$ cat config.mk
export PLATFORM = sky130hd
export DESIGN_NAME = dvp_tx
export DESIGN_NICKNAME = d
export VERILOG_FILES = /design/src/rtl/dvp_tx.sv
export SDC_FILE = /design/constraint.sdc
export NUM_CORES = 1
export LEC_CHECK = 0
export CAP_MARGIN = 25
export CORE_MARGIN = 1
export CORE_UTILIZATION = 30
export CTS_CLUSTER_SIZE = 10
export DETAILED_ROUTE_END_ITERATION = 7
export PLACE_DENSITY_LB_ADDON = 0.3
export SETUP_SLACK_MARGIN = 0.4
export SLEW_MARGIN = 20
export SYNTH_ARGS = -nofsm -noshare
export SYNTH_HDL_FRONTEND = slang
export SYNTH_SLANG_ARGS = --single-unit
$ cat constraint.sdc
create_clock -name sysclk -period 2.7 [get_ports sysclk]
set_input_delay 0.54 -clock sysclk [delete_from_list [all_inputs] [get_ports sysclk]]
set_output_delay 0.54 -clock sysclk [all_outputs]
set_load 0.005 [all_outputs]
$ cat src/rtl/dvp_tx.sv
// DVP source: serialises RGB565 pixels high byte first onto cmos_pclk/href/vsync/d
// with programmable horizontal and vertical blanking; used as a camera emulator.
module dvp_tx #(
    parameter int H_ACTIVE = 640,
    parameter int H_BLANK  = 160,
    parameter int V_ACTIVE = 480,
    parameter int VS_LINES = 2,
    parameter int V_BACK   = 14,
    parameter int V_FRONT  = 10
) (
    input  logic        sysclk,
    input  logic        rst,
    input  logic        enable,
    input  logic [15:0] pix_data,
    input  logic        pix_valid,
    output logic        pix_ready,
    output logic        cmos_pclk,
    output logic        cmos_href,
    output logic        cmos_vsync,
    output logic [7:0]  cmos_d,
    output logic        frame_start,
    output logic        underflow
);

    localparam int LINE_BYTES  = 2 * H_ACTIVE + H_BLANK;
    localparam int FRAME_LINES = VS_LINES + V_BACK + V_ACTIVE + V_FRONT;
    localparam int HW = $clog2(LINE_BYTES);
    localparam int VW = $clog2(FRAME_LINES);

    localparam logic [HW-1:0] H_LAST      = HW'(LINE_BYTES - 1);
    localparam logic [HW-1:0] H_ACT_END   = HW'(2 * H_ACTIVE);
    localparam logic [VW-1:0] V_LAST      = VW'(FRAME_LINES - 1);
    localparam logic [VW-1:0] V_VS_END    = VW'(VS_LINES);
    localparam logic [VW-1:0] V_ACT_START = VW'(VS_LINES + V_BACK);
    localparam logic [VW-1:0] V_ACT_END   = VW'(VS_LINES + V_BACK + V_ACTIVE);

    // Decode of byte (0,0), used when leaving IDLE
    localparam logic START_VSYNC = 1'(VS_LINES > 0);
    localparam logic START_HREF  = 1'((VS_LINES + V_BACK == 0) && (V_ACTIVE > 0) && (H_ACTIVE > 0));

    typedef enum logic {
        IDLE,
        RUN
    } state_t;

    state_t        state;
    state_t        state_next;
    logic          ph;
    logic [HW-1:0] hcnt;
    logic [VW-1:0] vcnt;
    logic [7:0]    pix_lo;

    logic          h_last;
    logic          frame_end;
    logic [HW-1:0] h_nxt;
    logic [VW-1:0] v_nxt;
    logic          nxt_active;
    logic          fetch_next;
    logic [15:0]   fetch_word;

    always_comb begin
        h_last     = (hcnt == H_LAST);
        frame_end  = h_last && (vcnt == V_LAST);
        h_nxt      = h_last ? '0 : hcnt + 1'b1;
        v_nxt      = vcnt;
        if (h_last) begin
            v_nxt = (vcnt == V_LAST) ? '0 : vcnt + 1'b1;
        end
        nxt_active = (v_nxt >= V_ACT_START) && (v_nxt < V_ACT_END) && (h_nxt < H_ACT_END);
        // A frame that is about to stop must not request a pixel for the wrap position
        fetch_next = nxt_active && !h_nxt[0] && !(frame_end && !enable);
        fetch_word = pix_valid ? pix_data : 16'h0000;
    end

    always_comb begin
        state_next = state;
        case (state)
            IDLE:    if (enable) state_next = RUN;
            RUN:     if (ph && frame_end && !enable) state_next = IDLE;
            default: state_next = IDLE;
        endcase
    end

    always_ff @(posedge sysclk) begin
        if (rst) state <= IDLE;
        else     state <= state_next;
    end

    always_ff @(posedge sysclk) begin
        if (rst) begin
            ph          <= 1'b0;
            hcnt        <= '0;
            vcnt        <= '0;
            pix_lo      <= 8'h00;
            pix_ready   <= 1'b0;
            cmos_pclk   <= 1'b0;
            cmos_href   <= 1'b0;
            cmos_vsync  <= 1'b0;
            cmos_d      <= 8'h00;
            frame_start <= 1'b0;
            underflow   <= 1'b0;
        end else if (state == IDLE) begin
            ph          <= 1'b0;
            hcnt        <= '0;
            vcnt        <= '0;
            pix_lo      <= 8'h00;
            pix_ready   <= 1'b0;
            cmos_pclk   <= 1'b0;
            cmos_d      <= 8'h00;
            underflow   <= 1'b0;
            frame_start <= enable;
            cmos_vsync  <= enable && START_VSYNC;
            cmos_href   <= enable && START_HREF;
        end else if (!ph) begin
            ph          <= 1'b1;
            cmos_pclk   <= 1'b1;
            frame_start <= 1'b0;
            underflow   <= 1'b0;
            pix_ready   <= fetch_next;
        end else if (frame_end && !enable) begin
            ph          <= 1'b0;
            hcnt        <= '0;
            vcnt        <= '0;
            pix_lo      <= 8'h00;
            pix_ready   <= 1'b0;
            cmos_pclk   <= 1'b0;
            cmos_href   <= 1'b0;
            cmos_vsync  <= 1'b0;
            cmos_d      <= 8'h00;
            frame_start <= 1'b0;
            underflow   <= 1'b0;
        end else begin
            // Byte boundary: every output is re-decoded for the next position
            ph          <= 1'b0;
            cmos_pclk   <= 1'b0;
            pix_ready   <= 1'b0;
            hcnt        <= h_nxt;
            vcnt        <= v_nxt;
            frame_start <= frame_end;
            cmos_vsync  <= (v_nxt < V_VS_END);
            cmos_href   <= nxt_active;
            if (pix_ready) begin
                cmos_d    <= fetch_word[15:8];
                pix_lo    <= fetch_word[7:0];
                underflow <= !pix_valid;
            end else begin
                cmos_d    <= nxt_active ? pix_lo : 8'h00;
                underflow <= 1'b0;
            end
        end
    end

endmodule
==> results list <==
- Result of the run: finished, final reports clean
- In this run the tightest slew margin relative to its limit is about 64%.
* Number of max-cap violations: 0
- Root buf cell: sky130_fd_sc_hd__clkbuf_8
- Leak pwr: 0.999 nW
* FFs w/ async S/R, synth: 0%
* Share of the core filled with cells in the final layout: around two fifths
- Sequential element share of the synthesized area: 36.9%
* Synthesized area per cell: around 8.5 um2
- Area growth from synthesis to final layout: 28.9%
- Number of antenna violations at the first check in global routing: 0
* Starting density of the core: between 30% and 40%
* Minimum clock period: 2.21 ns
- Port buffer count: 33
* Combined flip-flop and latch cell area: 862 um2
* Number of distinct library cells after synthesis: 63
- The number of slew-limit violations in the final report is 0.
- Total global routing overflow: 0
- The most used flip-flop cell after synthesis is sky130_fd_sc_hd__dfxtp_1.
- The path class of the tightest hold or removal check is flop to flop.
- After filler insertion, the fill cell instance count of the layout stands at 741.
- For the pin with the worst max-slew slack, the measured transition is 0.538 ns.
* Post-detailed-route DRC marker count: 0
* Drt via density: 5.39
* Worst r2r path cells: 7
- Yosys mapped a number of flops with a built-in enable equal to 0.
- Count of mapped cells out of synthesis: 276
- Routed vias: 2226
- Warnings, synthesis: 0
* Iteration-0 DRC Markers: between 150 and 200
- TritonCTS built the clock tree.
* Maximum vdd ir drop: approximately 0.32 mV
* Core region area: 7410 um2
- Yosys attributes the largest share of cell area to sky130_fd_sc_hd__dfxtp_1 (37%), sky130_fd_sc_hd__a21oi_1 (4.5%), sky130_fd_sc_hd__nand2_1 (4.2%).
* Antenna cells: 0
- The worst path uses 81.9% of the clock period.
- The via count of the first global-routing pass came to 1957.
* Pin count of the biggest net entering global routing: 23
- Mapped Nets: 299
* Worst slack at placement: 0.276 ns
* Total routing usage reported by global routing: 14.8%
* Finish-stage setup viols: 0
* Aggregate negative setup slack: 0 ns
- P per Cell Area: roughly 410 nW/um2
- Setup slack on the critical path of the routed design comes to between 0.4 and 0.5 ns.
* Placer congestion estimate: 0.880
* Die area: about 8100 um2
- Hold violation total from the final report: 0
* RSZ-0062 raised after global routing: no
- Share of layout cells above drive strength 1: approximately 14%
- Number of iterations in the first detailed-routing pass: 5
* Data arrival, critical path: about 2.4 ns
- The clock passes through at most 2 buffers.
* Post-layout instance area: about 3000 um2
- 34 I/O pins were placed.
- Dominant cell type by area after synthesis: sky130_fd_sc_hd__dfxtp_1
* Number of buffers added by the clock tree synthesis step: 5
* Worst clock skew on the final layout: roughly 0.009 ns
* CTS Hold Buffers Added: 0
- Measured along the x axis, the die boundary spans ~90 um.
- After detailed placement, the total cell area comes to ~2800 um2.
* Core Rows: 31
- Critical Path Start Type: flop
- The later pin in the worst-skew pair is clocked with a latency of roughly 0.3 ns.
* Register bit count reported by yosys: between 40 and 50
- The net count of the finished layout is 336.
- The synthesized netlist occupies a cell area of roughly 2300 um2.
- The count of nets left with antenna violations once routing finished came out at 0.
* PnR Total Power: 1.24 mW
- Sinks on Clock Net: 43
* Endpoint class of the critical path: flop
- The H-tree generated during clock tree synthesis spans 2 levels.
- Setup CP Type: flop to flop
- Static timing analysis puts the maximum clock frequency at roughly 450 MHz.
- Summing all multi-input logic gate instances after layout gives around 1500 um2.
- HPWL after detailed placement: roughly 4400 um
- Sum of routed wire length over all layers: 6110 um
- Yosys top cell area share: 36.9%
- Worst path required time: approximately 2.9 ns
- First-pass GRT wire length: between 9000 and 10000 um
* Average wire per standard cell: roughly 15 um
- The worst hold path passes through 2 cells.
- After clock tree synthesis, the clock-pin slew on the worst setup and hold paths is ~0.08 ns.
* CP max FO: 7
* Vertical die dimension: between 90 and 100 um
[power by group]
| group | switching (mW) | internal (mW) | leakage, nW | total (mW) |
|---|---|---|---|---|
| logic | 0.0371 | 0.0442 | 0.593 | 0.0813 |
| clock network | 0.237 | 0.276 | 0.0581 | 0.513 |
| registers | 0.00700 | 0.639 | 0.348 | 0.646 |
| total | 0.281 | 0.959 | 0.999 | 1.24 |
[layer usage]
| metal | vias to the layer above | wire, um | GRT usage (%) |
|---|---|---|---|
| li1 | 1107 | - | - |
| met1 | 1063 | 3030 | 21.1 |
| met2 | 47 | 2700 | 22.1 |
| met3 | 9 | 265 | 2.62 |
| met4 | 0 | 114 | 5.51 |
| met5 | - | 0 | 0 |
[final timing paths]
check	slack [ns]	end	from
hold / removal	0.45	pix_lo[0]	pix_lo[0]
setup / recovery	0.49	pix_ready	hcnt[0]
hold reg to reg	0.45	pix_lo[0]	pix_lo[0]
setup reg to reg	0.49	pix_ready	hcnt[0]
[stage by stage]
stage               hold WS (ns)  cells
floorplan                  0.427    276
global placement           0.442    401
detailed placement         0.444    401
CTS                        0.457    410
global route               0.480    413
finish                     0.455    413
[cells by family (layout without fill, tap and decap cells)]
logic type	after synthesis	count (layout)	synth area share (%)
xor gates and xnor gates	6	6	2.25
and+or+nand+nor	122	122	31.4
AOI/OAI and AO/OA	80	81	22.7
buffers and inverters	18	55	3.43
DFF	43	43	36.9
adders and majority gates	3	3	1.61
muxes	4	4	1.77
[cell usage in the layout, fill, tap and decap left out, types with 2 or more instances in the layout]
cell / instances
sky130_fd_sc_hd__inv_1: 3
sky130_fd_sc_hd__o31ai_1: 8
sky130_fd_sc_hd__a21o_1: 2
sky130_fd_sc_hd__and2_1: 2
sky130_fd_sc_hd__dfxtp_1: 42
sky130_fd_sc_hd__xnor2_1: 3
sky130_fd_sc_hd__a22o_1: 3
sky130_fd_sc_hd__nand4b_1: 4
sky130_fd_sc_hd__xor2_1: 3
sky130_fd_sc_hd__mux2i_1: 3
sky130_fd_sc_hd__o21ai_1: 12
sky130_fd_sc_hd__clkbuf_8: 5
sky130_fd_sc_hd__and4_1: 2
sky130_fd_sc_hd__a22oi_1: 9
sky130_fd_sc_hd__o22ai_1: 2
sky130_fd_sc_hd__a311oi_1: 2
sky130_fd_sc_hd__or3_1: 2
sky130_fd_sc_hd__a21oi_1: 21
sky130_fd_sc_hd__nor2_1: 18
sky130_fd_sc_hd__o21ai_0: 7
sky130_fd_sc_hd__nor3_1: 5
sky130_fd_sc_hd__nor3b_1: 9
sky130_fd_sc_hd__nand2_1: 25
sky130_fd_sc_hd__clkdlybuf4s50_1: 33
sky130_fd_sc_hd__nand4_1: 6
sky130_fd_sc_hd__nand2b_1: 4
sky130_fd_sc_hd__nand3_1: 17
sky130_fd_sc_hd__buf_4: 11
sky130_fd_sc_hd__nand3b_1: 3
sky130_fd_sc_hd__a41o_4: 2
sky130_fd_sc_hd__and3_1: 3
sky130_fd_sc_hd__nor2b_1: 4
[area by class of cell]
cell class | count | area share [%]
multi-input cells | 216 | 49.4
flip-flops and latches | 43 | 28.6
repair buffers | 44 | 13.7
well taps | 99 | 4.11
clock buffers | 5 | 2.29
clock inverters | 3 | 1.45
inverters | 3 | 0.374
[sequential cells by signal (all words and copies together), names as in the netlist]
| name | flops |
|---|---|
| pix_ready | 1 |
| cmos_d | 8 |
| underflow | 1 |
| pix_lo | 8 |
| hcnt | 11 |
| state | 1 |
| cmos_href | 1 |
| frame_start | 1 |
| vcnt | 9 |
| ph | 1 |
| cmos_vsync | 1 |
[critical path, stage by stage, from the launching register on]
cell,delay (ns)
sky130_fd_sc_hd__dfxtp_1,0.38
sky130_fd_sc_hd__ha_2,0.23
sky130_fd_sc_hd__and4_4,0.29
sky130_fd_sc_hd__nand3_4,0.12
sky130_fd_sc_hd__a221o_1,0.37
sky130_fd_sc_hd__a21boi_2,0.19
sky130_fd_sc_hd__a41o_4,0.30
sky130_fd_sc_hd__nor4b_4,0.25
[what timing repair did]
item | CTS | global route
pin swaps | 0 | 5
buffers inserted | 1 | 2
hold endpoints to repair | 0 | 0
resized for setup | 4 | 17
gates cloned | 0 | 1
setup endpoints to repair | 13 | 21
[synthesized netlist by cell type, drive strengths merged (5+ instances only)]
cell	instances
nand3	18
dfxtp	43
a21oi	21
nor3b	9
o21ai	20
nor3	7
nor2	18
nand2	27
a22oi	9
buf	5
nand4	6
o31ai	9
clkbuf	10
Note: power is estimated with default switching activity, not from simulation.
